**config.mk**
```make
export PLATFORM = sky130hd
export DESIGN_NAME = sprite_compositor
export DESIGN_NICKNAME = d
export VERILOG_FILES = /design/src/rtl/graphics_pkg.sv /design/src/rtl/sprite_priority_mux.sv /design/src/rtl/sprite_compositor.sv
export SDC_FILE = /design/constraint.sdc
export NUM_CORES = 1
export LEC_CHECK = 0
export BUFFER_PORTS_ARGS = -buffer_cell sky130_fd_sc_hd__buf_4
export CORE_ASPECT_RATIO = 0.5
export CORE_UTILIZATION = 50
export CTS_BUF_LIST = sky130_fd_sc_hd__clkbuf_8
export DETAILED_ROUTE_END_ITERATION = 12
export PLACE_DENSITY = 0.74
export SLEW_MARGIN = 20
export SYNTH_ARGS = -nofsm -noshare
export SYNTH_HDL_FRONTEND = slang
export SYNTH_HIERARCHICAL = 1
export SYNTH_SLANG_ARGS = --single-unit
```
**constraint.sdc**
```tcl
create_clock -name clk -period 3.15 [get_ports clk]
set_input_delay 0.4725 -clock clk [delete_from_list [all_inputs] [get_ports clk]]
set_output_delay 0.4725 -clock clk [all_outputs]
set_load 0.05 [all_outputs]
```
**src/rtl/graphics_pkg.sv**
```systemverilog
// Shared display constants: RGB332 palette, active-area limits, pixel type.
// No logic; imported by the compositor datapath.
package graphics_pkg;

  localparam int COLOR_W  = 8;
  localparam int H_ACTIVE = 640;
  localparam int V_ACTIVE = 480;

  typedef logic [COLOR_W-1:0] pixel_t;

  localparam pixel_t BLK = 8'h00;
  localparam pixel_t RED = 8'hE0;
  localparam pixel_t PNK = 8'hF3;
  localparam pixel_t CYN = 8'h1F;
  localparam pixel_t ORG = 8'hF4;
  localparam pixel_t YLW = 8'hFC;
  localparam pixel_t WHT = 8'hFF;
  localparam pixel_t CRM = 8'hFE;
  localparam pixel_t BLU = 8'h03;

endpackage

```
**src/rtl/sprite_priority_mux.sv**
```systemverilog
// Picks the lowest-index enabled opaque sprite, else the maze colour.
// Latency: combinational. Backpressure: none.
module sprite_priority_mux #(
  parameter int NUM_SPRITES = 5,
  parameter int COLOR_W     = 8
) (
  input  logic [NUM_SPRITES*COLOR_W-1:0] spr_color,
  input  logic [NUM_SPRITES-1:0]         spr_en,
  input  logic [COLOR_W-1:0]             maze_color,
  output logic [COLOR_W-1:0]             color
);

  // Walk from lowest priority upward so channel 0 overrides last.
  always_comb begin
    color = maze_color;
    for (int i = NUM_SPRITES - 1; i >= 0; i--) begin
      if (spr_en[i] && (spr_color[i*COLOR_W +: COLOR_W] != '0)) begin
        color = spr_color[i*COLOR_W +: COLOR_W];
      end
    end
  end

endmodule

```
**src/rtl/sprite_compositor.sv**
```systemverilog
// Rotated-playfield sprite compositor with per-frame collision vector (SPRITE_COLLISION_EN).
// Latency: coords/address 1 clk, colour/de 3 clk after hc/vc. Backpressure: none (free-running).
module sprite_compositor
  import graphics_pkg::*;
#(
  parameter int NUM_SPRITES = 5,
  parameter int COLOR_W     = 8,
  parameter int XMAX        = 240,
  parameter int YMAX        = 320,
  parameter int YOFFSET     = 24,
  parameter int ROW_STRIDE  = 264,
  parameter int ADDR_W      = 16,
  parameter int PAC_IDX     = NUM_SPRITES - 1
) (
  input  logic                           clk,
  input  logic                           rst,
  input  logic [9:0]                     hc,
  input  logic [9:0]                     vc,
  input  logic [NUM_SPRITES-1:0]         spr_en,
  input  logic [NUM_SPRITES*COLOR_W-1:0] spr_color,
  input  logic [COLOR_W-1:0]             maze_color,
  output logic [8:0]                     xpos,
  output logic [8:0]                     ypos,
  output logic [ADDR_W-1:0]              address,
  output logic [COLOR_W-1:0]             color,
  output logic                           de,
  output logic [NUM_SPRITES-1:0]         collision,
  output logic                           collision_valid
);

  logic              h_act, v_act, frame_start;
  logic [8:0]        x_nxt, y_nxt;
  logic [31:0]       y_wide;
  logic [ADDR_W-1:0] addr_nxt;

  logic                           act1, act2;
  logic [NUM_SPRITES-1:0]         shadow_en, en1, en2;
  logic [NUM_SPRITES*COLOR_W-1:0] spr2;
  logic [COLOR_W-1:0]             mux_color;

  assign h_act       = hc < 10'(H_ACTIVE);
  assign v_act       = vc < 10'(V_ACTIVE);
  assign frame_start = (hc == '0) && (vc == '0);

  // Screen is rotated: scanlines map to playfield columns, right to left.
  always_comb begin
    x_nxt = '0;
    y_nxt = '0;
    if (v_act) begin
      x_nxt = 9'(XMAX - 1) - vc[9:1];
      y_nxt = h_act ? hc[9:1] : 9'(YMAX - 1);
    end
  end

  assign y_wide   = 32'(y_nxt);
  assign addr_nxt = (y_wide >= 32'(YOFFSET) && y_wide < 32'(YOFFSET + ROW_STRIDE))
                  ? ADDR_W'(x_nxt) * ADDR_W'(ROW_STRIDE) + ADDR_W'(y_nxt) - ADDR_W'(YOFFSET)
                  : '1;

  sprite_priority_mux #(
    .NUM_SPRITES (NUM_SPRITES),
    .COLOR_W     (COLOR_W)
  ) u_mux (
    .spr_color  (spr2),
    .spr_en     (en2),
    .maze_color (maze_color),
    .color      (mux_color)
  );

  // Enables travel with each pixel so the frame-start pixel already sees the new shadow
  // and the previous frame's tail never does.
  always_ff @(posedge clk or negedge rst) begin
    if (!rst) begin
      xpos      <= '0;
      ypos      <= '0;
      address   <= '1;
      act1      <= 1'b0;
      en1       <= '0;
      shadow_en <= '0;
      spr2      <= '0;
      act2      <= 1'b0;
      en2       <= '0;
      color     <= '0;
      de        <= 1'b0;
    end else begin
      xpos    <= x_nxt;
      ypos    <= y_nxt;
      address <= addr_nxt;
      act1    <= h_act && v_act;
      en1     <= frame_start ? spr_en : shadow_en;
      if (frame_start) begin
        shadow_en <= spr_en;
      end
      spr2  <= spr_color;
      act2  <= act1;
      en2   <= en1;
      color <= act2 ? mux_color : '0;
      de    <= act2;
    end
  end

`ifdef SPRITE_COLLISION_EN
  logic                   end1, end2;
  logic [NUM_SPRITES-1:0] opaque, hits, acc;

  always_comb begin
    opaque = '0;
    for (int i = 0; i < NUM_SPRITES; i++) begin
      opaque[i] = en2[i] && (spr2[i*COLOR_W +: COLOR_W] != '0);
    end
    hits          = (act2 && opaque[PAC_IDX]) ? opaque : '0;
    hits[PAC_IDX] = 1'b0;
  end

  always_ff @(posedge clk or negedge rst) begin
    if (!rst) begin
      end1            <= 1'b0;
      end2            <= 1'b0;
      acc             <= '0;
      collision       <= '0;
      collision_valid <= 1'b0;
    end else begin
      end1 <= (hc == 10'(H_ACTIVE - 1)) && (vc == 10'(V_ACTIVE - 1));
      end2 <= end1;
      // Final active pixel's own hits are folded into the reported vector.
      if (end2) begin
        collision       <= acc | hits;
        collision_valid <= 1'b1;
        acc             <= '0;
      end else begin
        collision_valid <= 1'b0;
        acc             <= acc | hits;
      end
    end
  end
`else
  assign collision       = '0;
  assign collision_valid = 1'b0;
`endif

endmodule

```
==> summary by stage <==
Status
The flow ran to the end, but the final reports show violations. The final reports fail on negative setup slack.

STA
Setup repair after global routing could not meet its margin everywhere. In the finished design, the share of the clock period the worst path needs comes to 1.07. The setup clock skew after layout is 0.0107 ns.

The max-slew violation total from the final report is 0. The final-report setup violation count is 3. The final worst setup slack is -0.232 ns. The total negative slack is -0.546 ns. The clock period minus worst slack is 3.38 ns.

The achievable frequency is 296 MHz. The measured slew at the worst slew-check pin is 0.737 ns. The number of hold violations in the final report is 0. The worst slew margin relative to its limit is 0.509.

Critical path
The worst setup path is captured at a flop. The launching instance or port of the critical path is vc[5]. The worst setup path is of the primary input to flop kind.

The peak fanout along the critical path is 3. In this run the critical register-to-register path is launched from spr2[8]. The endpoint required time on the critical path is 3.45 ns. Data arrives at the worst endpoint at 3.69 ns. The startpoint type of the worst setup path is a primary input.

Global routing
In the global route stage, overall resource usage came out at 0.252. The via count of the first global-routing pass is 3793. The initial antenna violation count is 0. The maximum number of pins on one net before global-route repair is 61. The total congestion overflow is 0. The wire length of the first global-routing pass is 18.1 mm.

Floorplan
In this run the core area contains 24 standard-cell rows. The number of top-level pins is 124. The die covers 9470 sq um. In this run the horizontal extent of the chip is 137 um.

The core region is 8740 sq um. The die is 69.3 um tall. The initial core utilization is 0.518.

CTS
Counting along the longest clock path gives a buffer depth of 2. TritonCTS built the clock tree. The H-tree was split into 3 levels. After clock tree synthesis, the flow added hold-fix buffers numbering 0. Clock-pin slew was measured on the worst setup and hold paths at 0.10 ns.

Buffers inserted during clock tree synthesis total 9. The root buffer selected by CTS is sky130_fd_sc_hd__clkbuf_8. The clock insertion delay at the later pin of the skew report is 0.37 ns.

For this design, the sink count on the clock tree is 95.

Power
Internal power comes to 0.00202 W. In this run the power spent charging and discharging nets is 0.000905 W. The switching part of the total is 0.309. The relative contribution of the clock network to total power is 0.270.

Of the total power, combinational logic draws 0.271. The register share of total power is 0.459. The power per cell area is 470 nW/um^2.

The worst-case vdd ir drop is 260 uV. The leakage dissipation is 3.07 nW.

Routing
The post-detailed-routing wire length is 10.8 mm. The DRC marker count from the first detailed-route iteration is 207. Once detail routing completed, the nets flagged for antenna violations numbered 0. The pre-antenna-repair detailed-routing pass consisted of 4 iterations.

For this run, design rule violations remaining after detail routing come to 0. The via total after detailed routing is 3667. Dividing the detail-routed via count by the number of cells gives 5.30.

Dividing the detail-routed wire length by the instance count gives 15.7 um.

Layout
From synthesis to final layout, the design area changed by 37.6%. In the final layout, the share of cells above drive strength 1 is 0.414. The finished layout holds 692 standard cells, fillers aside.

0 antenna diodes ended up in the layout. The most frequent standard cell in the layout excluding fill and tap cells is sky130_fd_sc_hd__buf_4. The number of fill cells is 651. The library cells used most frequently in the layout, excluding fill and tap cells, are sky130_fd_sc_hd__buf_4, sky130_fd_sc_hd__dfrtp_1, sky130_fd_sc_hd__nand2_1. At the end of the flow, the number of nets in the layout was 675.

Logic synthesis
The count of cell types in the netlist is 52. The per-instance average area after synthesis is 11.4 sq um. The gate count of the mapped netlist is 398. The most instantiated flip-flop cell in the synthesis netlist is sky130_fd_sc_hd__dfrtp_1.

Of the synthesized area, sequential elements account for 0.529. The number of enable flip-flop cells after synthesis is 0. For this run, the number of Yosys warnings is 6.

After synthesis, the share of flip-flops with an asynchronous set or reset is 1.00. The total of flip-flops plus latches after synthesis is 95. The mapped netlist covers 4530 sq um.

Job
The number of max-cap violations is 0.

Placement
The detailed placer's ending HPWL is 8.18 mm. In this run, placement finished with an instance count of 668. The count of buffers inserted at the top-level ports is 117.

Routability-driven placement finished with a final weighted congestion of 0.902.

Min path
The min-delay analysis places its worst path in the category primary input to asynchronous set/reset pin.
registers in the layout, summed over array words and instances, names as in the netlist:
name     cells
spr2        40
xpos         9
act1         1
act2         1
address     16
en2          5
color        8
ypos         9
de           1
en1          5
metal layers:
layer | vias to the layer above | routed length [um] | global-route usage
li1 | 1774 | - | -
met1 | 1794 | 4740 | 0.307
met2 | 83 | 5560 | 0.447
met3 | 16 | 381 | 0.0526
met4 | 0 | 163 | 0.0765
met5 | - | 0 | 0
power by group through the flow:
stage | clock network [W] | logic (W) | registers, W
detailed placement | 0 | 0.000754 | 0.00136
CTS | 0.000822 | 0.000787 | 0.00134
finish | 0.000791 | 0.000795 | 0.00134
global placement | 0 | 0.000740 | 0.00136
floorplan | 0 | 0.000293 | 0.00152
global route | 0.000865 | 0.000866 | 0.00135
per-stage QoR:
step           setup WS, ns  total power (W)  hold WS, ns  instance area (sq um)   util
6_report             -0.232          0.00293        0.160                   6230  0.713
5_1_grt              -0.363          0.00308        0.184                   6230  0.713
4_1_cts              -0.172          0.00295        0.178                   6220  0.712
3_5_place_dp         -0.595          0.00212        0.339                   5910  0.676
3_3_place_gp         -0.520          0.00210        0.338                   5910  0.676
2_1_floorplan        -0.406          0.00181        0.177                   4630      -
worst max-delay path, cell delays in order:
cell and delay [ns]:
sky130_fd_sc_hd__buf_8 0.10, sky130_fd_sc_hd__ha_4 0.15, sky130_fd_sc_hd__xor2_1 0.16, sky130_fd_sc_hd__a311oi_2 0.27, sky130_fd_sc_hd__ha_2 0.35, sky130_fd_sc_hd__ha_4 0.17, sky130_fd_sc_hd__ha_4 0.16, sky130_fd_sc_hd__fa_2 0.56
sky130_fd_sc_hd__inv_2 0.05, sky130_fd_sc_hd__ha_4 0.21, sky130_fd_sc_hd__a21o_1 0.16, sky130_fd_sc_hd__a31o_2 0.21, sky130_fd_sc_hd__a21o_1 0.16, sky130_fd_sc_hd__o211ai_1 0.21, sky130_fd_sc_hd__nand4_1 0.12, sky130_fd_sc_hd__a21boi_2 0.16
layout make-up:
class	count	area (sq um)	area share
Multi-Input combinational cell	267	2090	0.335
Sequential cell	95	2400	0.385
Inverter	27	101	0.0163
Clock buffer	9	124	0.0199
Tap cell	117	146	0.0235
Clock inverter	7	71.3	0.0114
Timing Repair Buffer	170	1300	0.209
kinds of logic after synthesis:
| logic type | synth area share |
|---|---|
| AO/OA/AOI/OAI | 0.168 |
| XOR/XNOR | 0.0282 |
| flip-flops | 0.529 |
| AND/OR/NAND/NOR | 0.133 |
| multiplexers | 0.0124 |
| buffers and inverters | 0.0414 |
| other | 0.000828 |
| adder cells (fa/ha/maj) | 0.0862 |
synthesized netlist by cell type, types with 3 or more instances:
cell type,number,area [sq um]
sky130_fd_sc_hd__xnor2_1,4,35.0
sky130_fd_sc_hd__or4_4,4,45.0
sky130_fd_sc_hd__and2_1,8,50.1
sky130_fd_sc_hd__nand2_1,39,146
sky130_fd_sc_hd__o21ai_2,3,26.3
sky130_fd_sc_hd__mux2_2,5,56.3
sky130_fd_sc_hd__a21o_1,7,52.6
sky130_fd_sc_hd__buf_1,3,11.3
sky130_fd_sc_hd__a222oi_1,4,40.0
sky130_fd_sc_hd__nand2b_1,4,25.0
sky130_fd_sc_hd__nor3_1,4,20.0
sky130_fd_sc_hd__nor2_1,24,90.1
sky130_fd_sc_hd__dfrtp_1,79,1980
sky130_fd_sc_hd__xor2_1,8,70.1
sky130_fd_sc_hd__dfstp_2,16,420
sky130_fd_sc_hd__a221oi_1,9,78.8
sky130_fd_sc_hd__o21ai_0,20,100
sky130_fd_sc_hd__nor2b_1,11,68.8
sky130_fd_sc_hd__o41ai_1,12,105
sky130_fd_sc_hd__o21a_1,4,30.0
sky130_fd_sc_hd__inv_1,27,101
sky130_fd_sc_hd__a211oi_1,13,97.6
sky130_fd_sc_hd__a21oi_1,10,50.1
sky130_fd_sc_hd__buf_4,6,45.0
sky130_fd_sc_hd__buf_2,3,15.0
sky130_fd_sc_hd__or4_1,7,52.6
sky130_fd_sc_hd__a2111oi_0,3,26.3
sky130_fd_sc_hd__ha_1,28,350
what timing repair did:
action	4_1_cts	5_1_grt
buffers inserted	7	1
pin swaps	3	2
endpoints found under the setup margin	3	4
resized for setup	12	1
path summary, 6_finish.rpt:
path                          endpoint  slack, ns  depth (start not counted)
min in group clk              spr2[39]       0.20                          1
max in group asynchronous   address[2]       2.26                          2
setup / recovery           address[15]      -0.23                         16
hold / removal                spr2[38]       0.16                          1
setup reg to reg              color[4]       0.83                          5
hold reg to reg                   act2       0.35                          0
(Power assumes the default switching activity.)
